## config.mk

```make
export PLATFORM = sky130hd
export DESIGN_NAME = lcd_bus_responder_flat
export DESIGN_NICKNAME = d
export VERILOG_FILES = /design/src/rtl/lcd_bus_if.sv /design/src/rtl/lcd_bus_responder.sv /design/src/flat_wrapper.sv
export SDC_FILE = /design/constraint.sdc
export NUM_CORES = 1
export LEC_CHECK = 0
export CAP_MARGIN = 20
export CORE_MARGIN = 2
export CORE_UTILIZATION = 55
export DETAILED_ROUTE_END_ITERATION = 7
export DONT_BUFFER_PORTS = 1
export PLACE_DENSITY_LB_ADDON = 0.2
export SLEW_MARGIN = 30
export SYNTH_ARGS = -nofsm -noshare
export SYNTH_HDL_FRONTEND = slang
export SYNTH_SLANG_ARGS = --single-unit
```

## constraint.sdc

```tcl
create_clock -name clk -period 3.7 [get_ports clk]
set_input_delay 1.11 -clock clk [delete_from_list [all_inputs] [get_ports clk]]
set_output_delay 1.11 -clock clk [all_outputs]
set_load 0.03 [all_outputs]
```

## src/rtl/lcd_bus_if.sv

```systemverilog
// HD44780-style 8-bit LCD write bus as driven by the display controller.
// The master modport is the controller side, the slave modport the responder.
interface lcd_bus_if;
    logic [7:0] lcd_data;
    logic       lcd_rs;
    logic       lcd_rw;
    logic       lcd_en;

    modport master (output lcd_data, output lcd_rs, output lcd_rw, output lcd_en);
    modport slave  (input  lcd_data, input  lcd_rs, input  lcd_rw, input  lcd_en);
endinterface

```

## src/rtl/lcd_bus_responder.sv

```systemverilog
// HD44780-compatible write-bus responder with a 2x16 character buffer and busy timing.
// Optional LCD_BUSY_CHECK_EN: en activity while busy is flagged as an error instead of queued.
module lcd_bus_responder #(
    parameter int EN_MIN_HIGH = 12,
    parameter int BUSY_SHORT  = 2000,
    parameter int BUSY_LONG   = 82000
) (
    input  logic       clk,
    input  logic       reset,
    lcd_bus_if.slave   bus,
    input  logic [4:0] rd_addr,
    output logic [7:0] rd_char,
    output logic       busy,
    output logic [6:0] cursor_addr,
    output logic       display_on,
    output logic       cmd_strobe,
    output logic       data_strobe,
    output logic       protocol_err
);
    localparam int HW = $clog2(EN_MIN_HIGH + 1);
    localparam int BW = $clog2(BUSY_LONG + 1);
    localparam logic [7:0] BLANK = 8'h20;

    typedef enum logic [2:0] {
        S_INIT    = 3'd0,
        S_IDLE    = 3'd1,
        S_EN_HIGH = 3'd2,
        S_EXEC    = 3'd3,
        S_CLEAR   = 3'd4,
        S_BUSY    = 3'd5
    } state_t;

    state_t          state_r;
    logic            en_sync1_r, en_sync2_r, en_prev_r;
    logic            rs_d1_r, rs_d2_r, rw_d1_r, rw_d2_r;
    logic [7:0]      data_d1_r, data_d2_r;
    logic [HW-1:0]   hi_cnt_r;
    logic [BW-1:0]   busy_cnt_r;
    logic [4:0]      sweep_r;
    logic [6:0]      ac_r;
    logic            id_r, display_on_r, cgram_r, err_r, busy_r;
    logic            cmd_strobe_r, data_strobe_r;
    logic            op_rs_r;
    logic [7:0]      op_data_r;
    logic            pend_valid_r, pend_rs_r;
    logic [7:0]      pend_data_r;
`ifndef LCD_BUSY_CHECK_EN
    logic            bg_pulse_r;
`endif
    logic [7:0]      buf_r [0:31];
    logic [7:0]      rd_char_r;
    logic            rise_s, fall_s, short_s;
    logic            wr_en_s;
    logic [4:0]      wr_idx_s;
    logic [7:0]      wr_val_s;

    function automatic logic [6:0] ac_step(input logic [6:0] ac, input logic inc);
        logic [6:0] nxt;
        if (inc) begin
            if (ac == 7'h27)      nxt = 7'h40;
            else if (ac == 7'h67) nxt = 7'h00;
            else                  nxt = ac + 7'd1;
        end else begin
            if (ac == 7'h00)      nxt = 7'h67;
            else if (ac == 7'h40) nxt = 7'h27;
            else                  nxt = ac - 7'd1;
        end
        return nxt;
    endfunction

    function automatic logic ddram_valid(input logic [6:0] a);
        return (a <= 7'h27) || ((a >= 7'h40) && (a <= 7'h67));
    endfunction

    // Synchronize en; delay rs/rw/data by the same two stages so they stay aligned
    always_ff @(posedge clk) begin
        if (reset) begin
            en_sync1_r <= 1'b0;
            en_sync2_r <= 1'b0;
            en_prev_r  <= 1'b0;
            rs_d1_r    <= 1'b0;
            rs_d2_r    <= 1'b0;
            rw_d1_r    <= 1'b0;
            rw_d2_r    <= 1'b0;
            data_d1_r  <= 8'h00;
            data_d2_r  <= 8'h00;
        end else begin
            en_sync1_r <= bus.lcd_en;
            en_sync2_r <= en_sync1_r;
            en_prev_r  <= en_sync2_r;
            rs_d1_r    <= bus.lcd_rs;
            rs_d2_r    <= rs_d1_r;
            rw_d1_r    <= bus.lcd_rw;
            rw_d2_r    <= rw_d1_r;
            data_d1_r  <= bus.lcd_data;
            data_d2_r  <= data_d1_r;
        end
    end

    assign rise_s  = en_sync2_r & ~en_prev_r;
    assign fall_s  = ~en_sync2_r & en_prev_r;
    assign short_s = (hi_cnt_r < HW'(EN_MIN_HIGH));

    // Width of the current en high phase, saturating once it is long enough
    always_ff @(posedge clk) begin
        if (reset) begin
            hi_cnt_r <= '0;
        end else if (rise_s) begin
            hi_cnt_r <= HW'(1);
        end else if (en_sync2_r && short_s) begin
            hi_cnt_r <= hi_cnt_r + HW'(1);
        end else begin
            hi_cnt_r <= hi_cnt_r;
        end
    end

    // Main control FSM with registered status outputs
    always_ff @(posedge clk) begin
        if (reset) begin
            state_r       <= S_INIT;
            busy_r        <= 1'b1;
            sweep_r       <= 5'd0;
            busy_cnt_r    <= '0;
            ac_r          <= 7'h00;
            id_r          <= 1'b1;
            display_on_r  <= 1'b0;
            cgram_r       <= 1'b0;
            err_r         <= 1'b0;
            cmd_strobe_r  <= 1'b0;
            data_strobe_r <= 1'b0;
            op_rs_r       <= 1'b0;
            op_data_r     <= 8'h00;
            pend_valid_r  <= 1'b0;
            pend_rs_r     <= 1'b0;
            pend_data_r   <= 8'h00;
`ifndef LCD_BUSY_CHECK_EN
            bg_pulse_r    <= 1'b0;
`endif
        end else begin
            cmd_strobe_r  <= 1'b0;
            data_strobe_r <= 1'b0;
            case (state_r)
                S_INIT, S_CLEAR: begin
                    sweep_r <= sweep_r + 5'd1;
                    if (sweep_r == 5'd31) begin
                        if (state_r == S_INIT) begin
                            state_r <= S_IDLE;
                            busy_r  <= 1'b0;
                        end else begin
                            state_r    <= S_BUSY;
                            busy_cnt_r <= BW'(BUSY_LONG - 2);
                        end
                    end
                end
                S_IDLE: begin
                    if (pend_valid_r) begin
                        op_rs_r      <= pend_rs_r;
                        op_data_r    <= pend_data_r;
                        pend_valid_r <= 1'b0;
                        state_r      <= S_EXEC;
                        busy_r       <= 1'b1;
                    end else if (rise_s) begin
                        state_r <= S_EN_HIGH;
                    end
                end
                S_EN_HIGH: begin
                    if (fall_s) begin
                        if (short_s || rw_d2_r) begin
                            err_r   <= 1'b1;
                            state_r <= S_IDLE;
                        end else begin
                            op_rs_r   <= rs_d2_r;
                            op_data_r <= data_d2_r;
                            state_r   <= S_EXEC;
                            busy_r    <= 1'b1;
                        end
                    end
                end
                S_EXEC: begin
                    state_r    <= S_BUSY;
                    busy_cnt_r <= BW'(BUSY_SHORT - 2);
                    if (op_rs_r) begin
                        data_strobe_r <= 1'b1;
                        if (!cgram_r) ac_r <= ac_step(ac_r, id_r);
                    end else begin
                        cmd_strobe_r <= 1'b1;
                        if (op_data_r[7]) begin
                            cgram_r <= 1'b0;
                            if (ddram_valid(op_data_r[6:0])) ac_r <= op_data_r[6:0];
                            else                             err_r <= 1'b1;
                        end else if (op_data_r[6]) begin
                            cgram_r <= 1'b1;
                        end else if (op_data_r[5]) begin
                            if (!op_data_r[4]) err_r <= 1'b1;
                        end else if (op_data_r[4]) begin
                            if (!op_data_r[3]) ac_r <= ac_step(ac_r, op_data_r[2]);
                        end else if (op_data_r[3]) begin
                            display_on_r <= op_data_r[2];
                        end else if (op_data_r[2]) begin
                            id_r <= op_data_r[1];
                        end else if (op_data_r[1]) begin
                            ac_r       <= 7'h00;
                            busy_cnt_r <= BW'(BUSY_LONG - 2);
                        end else if (op_data_r[0]) begin
                            ac_r    <= 7'h00;
                            id_r    <= 1'b1;
                            sweep_r <= 5'd0;
                            state_r <= S_CLEAR;
                        end
                    end
                end
                S_BUSY: begin
                    if (busy_cnt_r == '0) begin
                        state_r <= S_IDLE;
                        busy_r  <= 1'b0;
                    end else begin
                        busy_cnt_r <= busy_cnt_r - BW'(1);
                    end
                end
                default: begin
                    state_r <= S_INIT;
                    busy_r  <= 1'b1;
                    sweep_r <= 5'd0;
                end
            endcase
`ifdef LCD_BUSY_CHECK_EN
            if (rise_s && busy_r) err_r <= 1'b1;
`else
            // A pulse that starts while busy is parked; a newer one replaces it
            if (rise_s && busy_r) bg_pulse_r <= 1'b1;
            else if (fall_s)      bg_pulse_r <= 1'b0;
            if (fall_s && bg_pulse_r) begin
                if (short_s || rw_d2_r) begin
                    err_r <= 1'b1;
                end else begin
                    pend_valid_r <= 1'b1;
                    pend_rs_r    <= rs_d2_r;
                    pend_data_r  <= data_d2_r;
                end
            end
`endif
        end
    end

    // Buffer write source: blanking sweep or an on-screen data write
    always_comb begin
        wr_en_s  = 1'b0;
        wr_idx_s = 5'd0;
        wr_val_s = BLANK;
        if (reset) begin
            wr_en_s = 1'b0;
        end else if ((state_r == S_INIT) || (state_r == S_CLEAR)) begin
            wr_en_s  = 1'b1;
            wr_idx_s = sweep_r;
        end else if ((state_r == S_EXEC) && op_rs_r && !cgram_r && (ac_r[5:4] == 2'b00)) begin
            wr_en_s  = 1'b1;
            wr_idx_s = {ac_r[6], ac_r[3:0]};
            wr_val_s = op_data_r;
        end else begin
            wr_en_s = 1'b0;
        end
    end

    // Character buffer storage
    always_ff @(posedge clk) begin
        if (wr_en_s) buf_r[wr_idx_s] <= wr_val_s;
    end

    // Registered read port; a same-cycle write is seen on the following read
    always_ff @(posedge clk) begin
        if (reset) rd_char_r <= 8'h00;
        else       rd_char_r <= buf_r[rd_addr];
    end

    assign rd_char      = rd_char_r;
    assign busy         = busy_r;
    assign cursor_addr  = ac_r;
    assign display_on   = display_on_r;
    assign cmd_strobe   = cmd_strobe_r;
    assign data_strobe  = data_strobe_r;
    assign protocol_err = err_r;
endmodule

```

## src/flat_wrapper.sv

```systemverilog
// flat-port wrapper written by rule: the top's interface ports become plain ports
module lcd_bus_responder_flat 
#(
    parameter int EN_MIN_HIGH = 12,
    parameter int BUSY_SHORT  = 2000,
    parameter int BUSY_LONG   = 82000
)
  (clk, reset, rd_addr, rd_char, busy, cursor_addr, display_on, cmd_strobe, data_strobe, protocol_err, bus_lcd_data, bus_lcd_rs, bus_lcd_rw, bus_lcd_en);
  lcd_bus_if bus_i ();
  input  logic clk;
  input  logic reset;
  input  logic [4:0] rd_addr;
  output logic [7:0] rd_char;
  output logic busy;
  output logic [6:0] cursor_addr;
  output logic display_on;
  output logic cmd_strobe;
  output logic data_strobe;
  output logic protocol_err;
  input wire logic [$bits(bus_i.lcd_data)-1:0] bus_lcd_data;
  input wire logic [$bits(bus_i.lcd_rs)-1:0] bus_lcd_rs;
  input wire logic [$bits(bus_i.lcd_rw)-1:0] bus_lcd_rw;
  input wire logic [$bits(bus_i.lcd_en)-1:0] bus_lcd_en;
  assign bus_i.lcd_data = bus_lcd_data;
  assign bus_i.lcd_rs = bus_lcd_rs;
  assign bus_i.lcd_rw = bus_lcd_rw;
  assign bus_i.lcd_en = bus_lcd_en;
  lcd_bus_responder #(.EN_MIN_HIGH(EN_MIN_HIGH), .BUSY_SHORT(BUSY_SHORT), .BUSY_LONG(BUSY_LONG)) u_core (.clk(clk), .reset(reset), .bus(bus_i), .rd_addr(rd_addr), .rd_char(rd_char), .busy(busy), .cursor_addr(cursor_addr), .display_on(display_on), .cmd_strobe(cmd_strobe), .data_strobe(data_strobe), .protocol_err(protocol_err));
endmodule
```

=== Yosys cells after proc, flatten, opt, wreduce, memory -nomap -nowiden ===
Memory sizes are Yosys's and may differ from the RTL's. A register that Yosys moved wholly into a read port is not among the register bits.
Index checks and enable logic that the tools add are counted.

* Word-level logic and storage cells: 229
* Register bits: 86
* Memories: 1
* Output and inout bits: 20
* Bits in writable memories: 256

{| class="wikitable"
|+ Memories
! memory !! words !! width !! rd ports !! clocked after Yosys merged registers in !! wr ports !! RTL line !! RTL
|-
| u_core.buf_r || 32 || 8 || 1 || 1 || 1 || lcd_bus_responder.sv:50 || <nowiki>logic [7:0] buf_r [0:31];</nowiki>
|}

* Equal/unequal tests: 34
* Reductions and logical operators: 36
* Muxes and demuxes: 108
* $add $sub $neg: 5
* Bitwise logic cells: 13
* Magnitude comparators: 4

{| class="wikitable"
|+ Operators by type and width
! operator !! number
|-
| two-way mux 17 bit || 11
|-
| two-way mux 7 bit || 18
|-
| two-way mux 5 bit || 12
|-
| one-hot mux 17 bit (3 select lines) || 1
|-
| two-way mux 8 bit || 6
|-
| two-way mux 3 bit || 14
|-
| two-way mux 1 bit || 39
|-
| != test 2 bit, second input constant || 12
|-
| zero test 17 bit || 1
|-
| subtractor 17 x 1 -> 17 bit, second input constant || 1
|-
| one-hot mux 8 bit (2 select lines) || 1
|-
| one-hot mux 3 bit (5 select lines) || 1
|-
| one-hot mux 5 bit (3 select lines) || 1
|-
| equality test 7 bit, second input constant || 2
|-
| != test 2 x 1 -> 1 bit, second input constant || 7
|-
| AND reduction 7 bit || 2
|-
| != test 3 x 1 -> 1 bit, second input constant || 4
|-
| AND reduction 4 bit || 3
|-
| inverter 1 bit || 11
|-
| AND reduction 10 bit || 1
|-
| nonzero test 2 bit || 5
|-
| AND reduction 9 bit || 1
|-
| AND reduction 8 bit || 1
|-
| adder 7 x 1 -> 7 bit, second input constant || 1
|-
| 30 further kinds || 44
|}

=== Depth between registers and ports, before layout ===
* Depth after elaboration: 10
* Gate-level depth with buffers: 9

=== Worst setup path before layout ===
No wires, ideal clock.

* Path kind: in2reg
* Start: input reset
* End: memory u_core.buf_r[0][2] (data pin)
* Data arrival time: 2.999 ns
* Buffers on the path: 3
* Library setup time: 0.445 ns
* Stages on the path: 4
* Path slack: 0.256 ns
* Required time: 3.255 ns
* Path through: clkbuf_1 > clkbuf_1 > clkbuf_1 > nor3_1

* Cells in the longest elaborated chain, start to end: 1

{| class="wikitable"
|+ Ends and longest elaborated chain
! item !! RTL line !! RTL
|-
| start: declaration || flat_wrapper.sv:11 || <nowiki>input logic reset;</nowiki>
|-
| two-way mux 8 bit || lcd_bus_responder.sv:250 || <nowiki>if (reset) begin</nowiki>
|-
| named net u_core.wr_val_s[2] || lcd_bus_responder.sv:55 || <nowiki>logic [7:0] wr_val_s;</nowiki>
|-
| end: declaration || lcd_bus_responder.sv:50 ||
|}

The timed path passes the listed nets, and every way through them passes these cells.

=== Final worst setup path ===
* Start: register u_core.state_r[0]
* End: memory u_core.buf_r[22][7] (enable)

* Cells in the longest elaborated chain, start to end: 9
* Elaborated cells between the ends (all ways): 15
* Those cells by class: eq/ne: 2; mux: 8; reduce/logical: 5

{| class="wikitable"
|+ Ends and longest elaborated chain
! item !! RTL line !! RTL
|-
| start: declaration || lcd_bus_responder.sv:33 || <nowiki>state_t state_r;</nowiki>
|-
| start signal: assignment || lcd_bus_responder.sv:120 || <nowiki>state_r <= S_INIT;</nowiki>
|-
| start signal: assignment || lcd_bus_responder.sv:147 || <nowiki>state_r <= S_IDLE;</nowiki>
|-
| start signal: assignment || lcd_bus_responder.sv:150 || <nowiki>state_r <= S_BUSY;</nowiki>
|-
| equality test 3 x 2 -> 1 bit || lcd_bus_responder.sv:255 || <nowiki>end else if ((state_r == S_EXEC) && op_rs_r && !cgram_r && (ac_r[5:4] == 2'b00)) begin</nowiki>
|-
| logical AND 1 bit (3 in series) || lcd_bus_responder.sv:255 ||
|-
| two-way mux 1 bit || lcd_bus_responder.sv:255 ||
|-
| two-way mux 1 bit || lcd_bus_responder.sv:252 || <nowiki>end else if ((state_r == S_INIT) || (state_r == S_CLEAR)) begin</nowiki>
|-
| two-way mux 1 bit || lcd_bus_responder.sv:250 ||
|-
| two-way mux 1 bit || lcd_bus_responder.sv:266 || <nowiki>if (wr_en_s) buf_r[wr_idx_s] <= wr_val_s;</nowiki>
|-
| two-way mux 1 bit (implied by the code) || lcd_bus_responder.sv:266 ||
|}

Parallel ways exist; a longest one is shown, timed or not.

==> results.txt <==
Status - finished, final reports clean
RSZ-0062 raised after global routing - false
Drt drc - 0
Final cycle utilization of the critical path - 82.1%
Clock Tree Buf Depth - 3
Starting DRC count in detailed routing - 795
Clock-pin slew on the worst setup and hold paths - 0.06 ns
Critical path startpoint category - flip-flop
Port bufs - 0
Critical path type - reg2reg
Post-cts sizing count - 0
Seq/Total Area, Yosys - 66.0%
Max FO, Critical Path - 22
Yosys warns - 0
Worst-Margin Slew - 0.829 ns
Die height - 166 um
Largest net degree at the start of global routing - 88
Max-Cap Viols - 0
Yosys top cell area share - 53.0%
Final setup viols - 0
Row count - 59
Final wirelength - 29.3 mm
Placed wire-length estimate - 18.5 mm
Core Util, Final - 62.4%
Commonest cells in the netlist - edfxtp_1, dfxtp_1, mux4_2
Fin. Hold Viols - 0
Main area contributors after synthesis - edfxtp_1, dfxtp_1, mux4_2
Synth async-reset ratio - 0%
Clock sink total - 350
Number of global-route vias before repair - 8,109
Vias per cell - 6.16
Syn Std Cell Area - 14,500 um2
Leak - 5.43 nW
Number of synthesized flops with an enable pin - 256
Global route overflow - 0
Post-CTS setup buffer count - 0
Crit path DAT - 3.18 ns
Setup TNS - 0 ns
Initial antenna violation count - 0
Dominant cell type by area after synthesis - edfxtp_1
Die W - 166 um
Hold Crit Class - reg2reg
Max_slew headroom - 44.6%
Nets - 1,015
R2R setup slack - 0.66 ns
Pre-Repair DR Iteration Count - 5
Ant. Diodes - 0
Max Fclk - 329 MHz
Root buffer cell - clkbuf_16
Tot GR Track Use - 21.5%
Required time of the critical path - 3.84 ns
Ys flop type - edfxtp_1
DRT antenna net count - 0
Most frequent cell after synthesis - edfxtp_1
Fin crit period - 3.04 ns
R2r worst-path depth - 4
Crit Reg-Reg Startpoint - u_core.state_r[0]
Avg Cell Area, Syn - 14.9 um2
Clock skew - 0.0195 ns
Die area - 27,700 um2
Syn nets - 1,000
P&R area growth vs syn - 11.7%
Total number of vias - 8,337
Share of cells above drive strength 1 - 18.5%
Core area - 26,000 um2
H-tree depth - 2
Gate Count Post-Synth - 976
Drt wl/cell - 21.7 um
Netlist cell types - 69
Pins Over Slew Limit - 0
Final RePlAce weighted congestion - 0.892
Hold Path Stages - 1
Inserted Clock Buffers - 37
CTS tree - built
Starting Density - 55.8%
CP Capture Type - flip-flop
Yosys reg bits - 350
Source of the critical timing path - u_core.state_r[0]
Cts hold-fix bufs - 0
Hold Crit Endpoint - u_core.data_d2_r[2]
Worst-Skew Late Latency - 0.52 ns
Peak VDD IR - 0.000458 V
R2r endpoint - u_core.buf_r[22][7]
Hold_sp - u_core.data_d1_r[2]
First-pass GRT wire length - 46.6 mm
I/O Pins - 38
Pwr dens - 504 nW/um2
-- critical path: stages, from the launching register on --
cell     delay, ns
dfxtp_1       0.73
or2_1         0.40
mux2i_1       0.35
or3b_1        0.58
nor2_1        0.61
-- metrics by stage --
step                total power, mW  worst slack, ns  instances  cell area (um2)  hold slack [ns]
CTS                            8.25            0.719       1354            16200            0.441
detailed placement             4.65            0.742       1287            15000            0.428
floorplan                      4.61            0.256        976            14500            0.414
global placement               4.64            0.876       1287            15000            0.419
global route                   8.43            0.471       1354            16200            0.447
finish                         8.17            0.664       1354            16200            0.437
-- cell families after synthesis --
logic type | share of synthesized area (%)
fa+ha+maj | 0.517
compound gates | 7.93
flops | 66.0
simple gates | 9.35
buf+inv | 2.22
mux | 13.6
xor+xnor | 0.423
-- sequential cells by signal, summed over array words and instances, names as in the netlist, 3 cells and up --
register / count
u_core.pend_data_r: 8
u_core.sweep_r: 5
u_core.data_d2_r: 8
u_core.op_data_r: 8
u_core.rd_char: 8
u_core.cursor_addr: 7
u_core.data_d1_r: 8
u_core.busy_cnt_r: 17
u_core.state_r: 3
u_core.buf_r: 256
u_core.hi_cnt_r: 4
-- layer usage --
| layer | vias to the layer above | track usage (%) | share of wire, % |
|---|---|---|---|
| met5 | - | 0 | 0 |
| met4 | 0 | 6.45 | 2.4 |
| met3 | 51 | 3.59 | 5.2 |
| met2 | 259 | 34.2 | 47 |
| met1 | 4158 | 30.9 | 45 |
| li1 | 3869 | - | - |
-- cell type report --
| cell class | count | area (um2) |
|---|---|---|
| well taps | 335 | 419 |
| multi-input cells | 548 | 4650 |
| clock inverters | 20 | 170 |
| inverters | 12 | 45.0 |
| fillers | 1904 | 9770 |
| repair buffers | 42 | 315 |
| flip-flops and latches | 350 | 9570 |
| clock buffers | 47 | 1050 |
-- power by group --
part | switching, mW | leakage [nW] | internal [mW]
Clock | 1.46 | 0.599 | 2.16
Combinational | 0.138 | 1.67 | 0.146
Sequential | 0.0539 | 3.16 | 4.22
Total | 1.65 | 5.43 | 6.52
-- how the worst max path moves through the flow --
stage / endpoint / slack (ns) / cells after the start
after floorplan: u_core.buf_r[0][2] / 0.26 / 4
after global routing: u_core.buf_r[22][7] / 0.47 / 4
after global placement: u_core.buf_r[22][3] / 0.88 / 4
after CTS: u_core.buf_r[18][4] / 0.72 / 4
after detailed placement: u_core.buf_r[18][6] / 0.74 / 4
final: u_core.buf_r[22][7] / 0.66 / 4
-- cells in the final DEF (no fill, tap or decap), types with 4 or more instances in the layout --
master     count
nand2_1       30
mux4_2        72
nand3b_1       6
ha_1           6
a21oi_1       50
o21ai_0       18
a311oi_1       7
nand2b_1      11
buf_4         42
a31oi_1        5
nand3_1       16
o21ai_1        7
dfxtp_1       94
and2_1         7
clkinv_1       4
o21a_1         5
o31ai_1        5
inv_1         11
nor3_1        33
xor2_1         5
a22o_1        11
edfxtp_1     256
mux2i_1       34
a211oi_1      24
clkinv_4       4
nor2_1        69
nand4_1       10
clkbuf_1       5
clkbuf_16     40
nor4_1         4
clkinv_2       8
or3_1          4
nor2b_1       40
(Power assumes the default switching activity.)
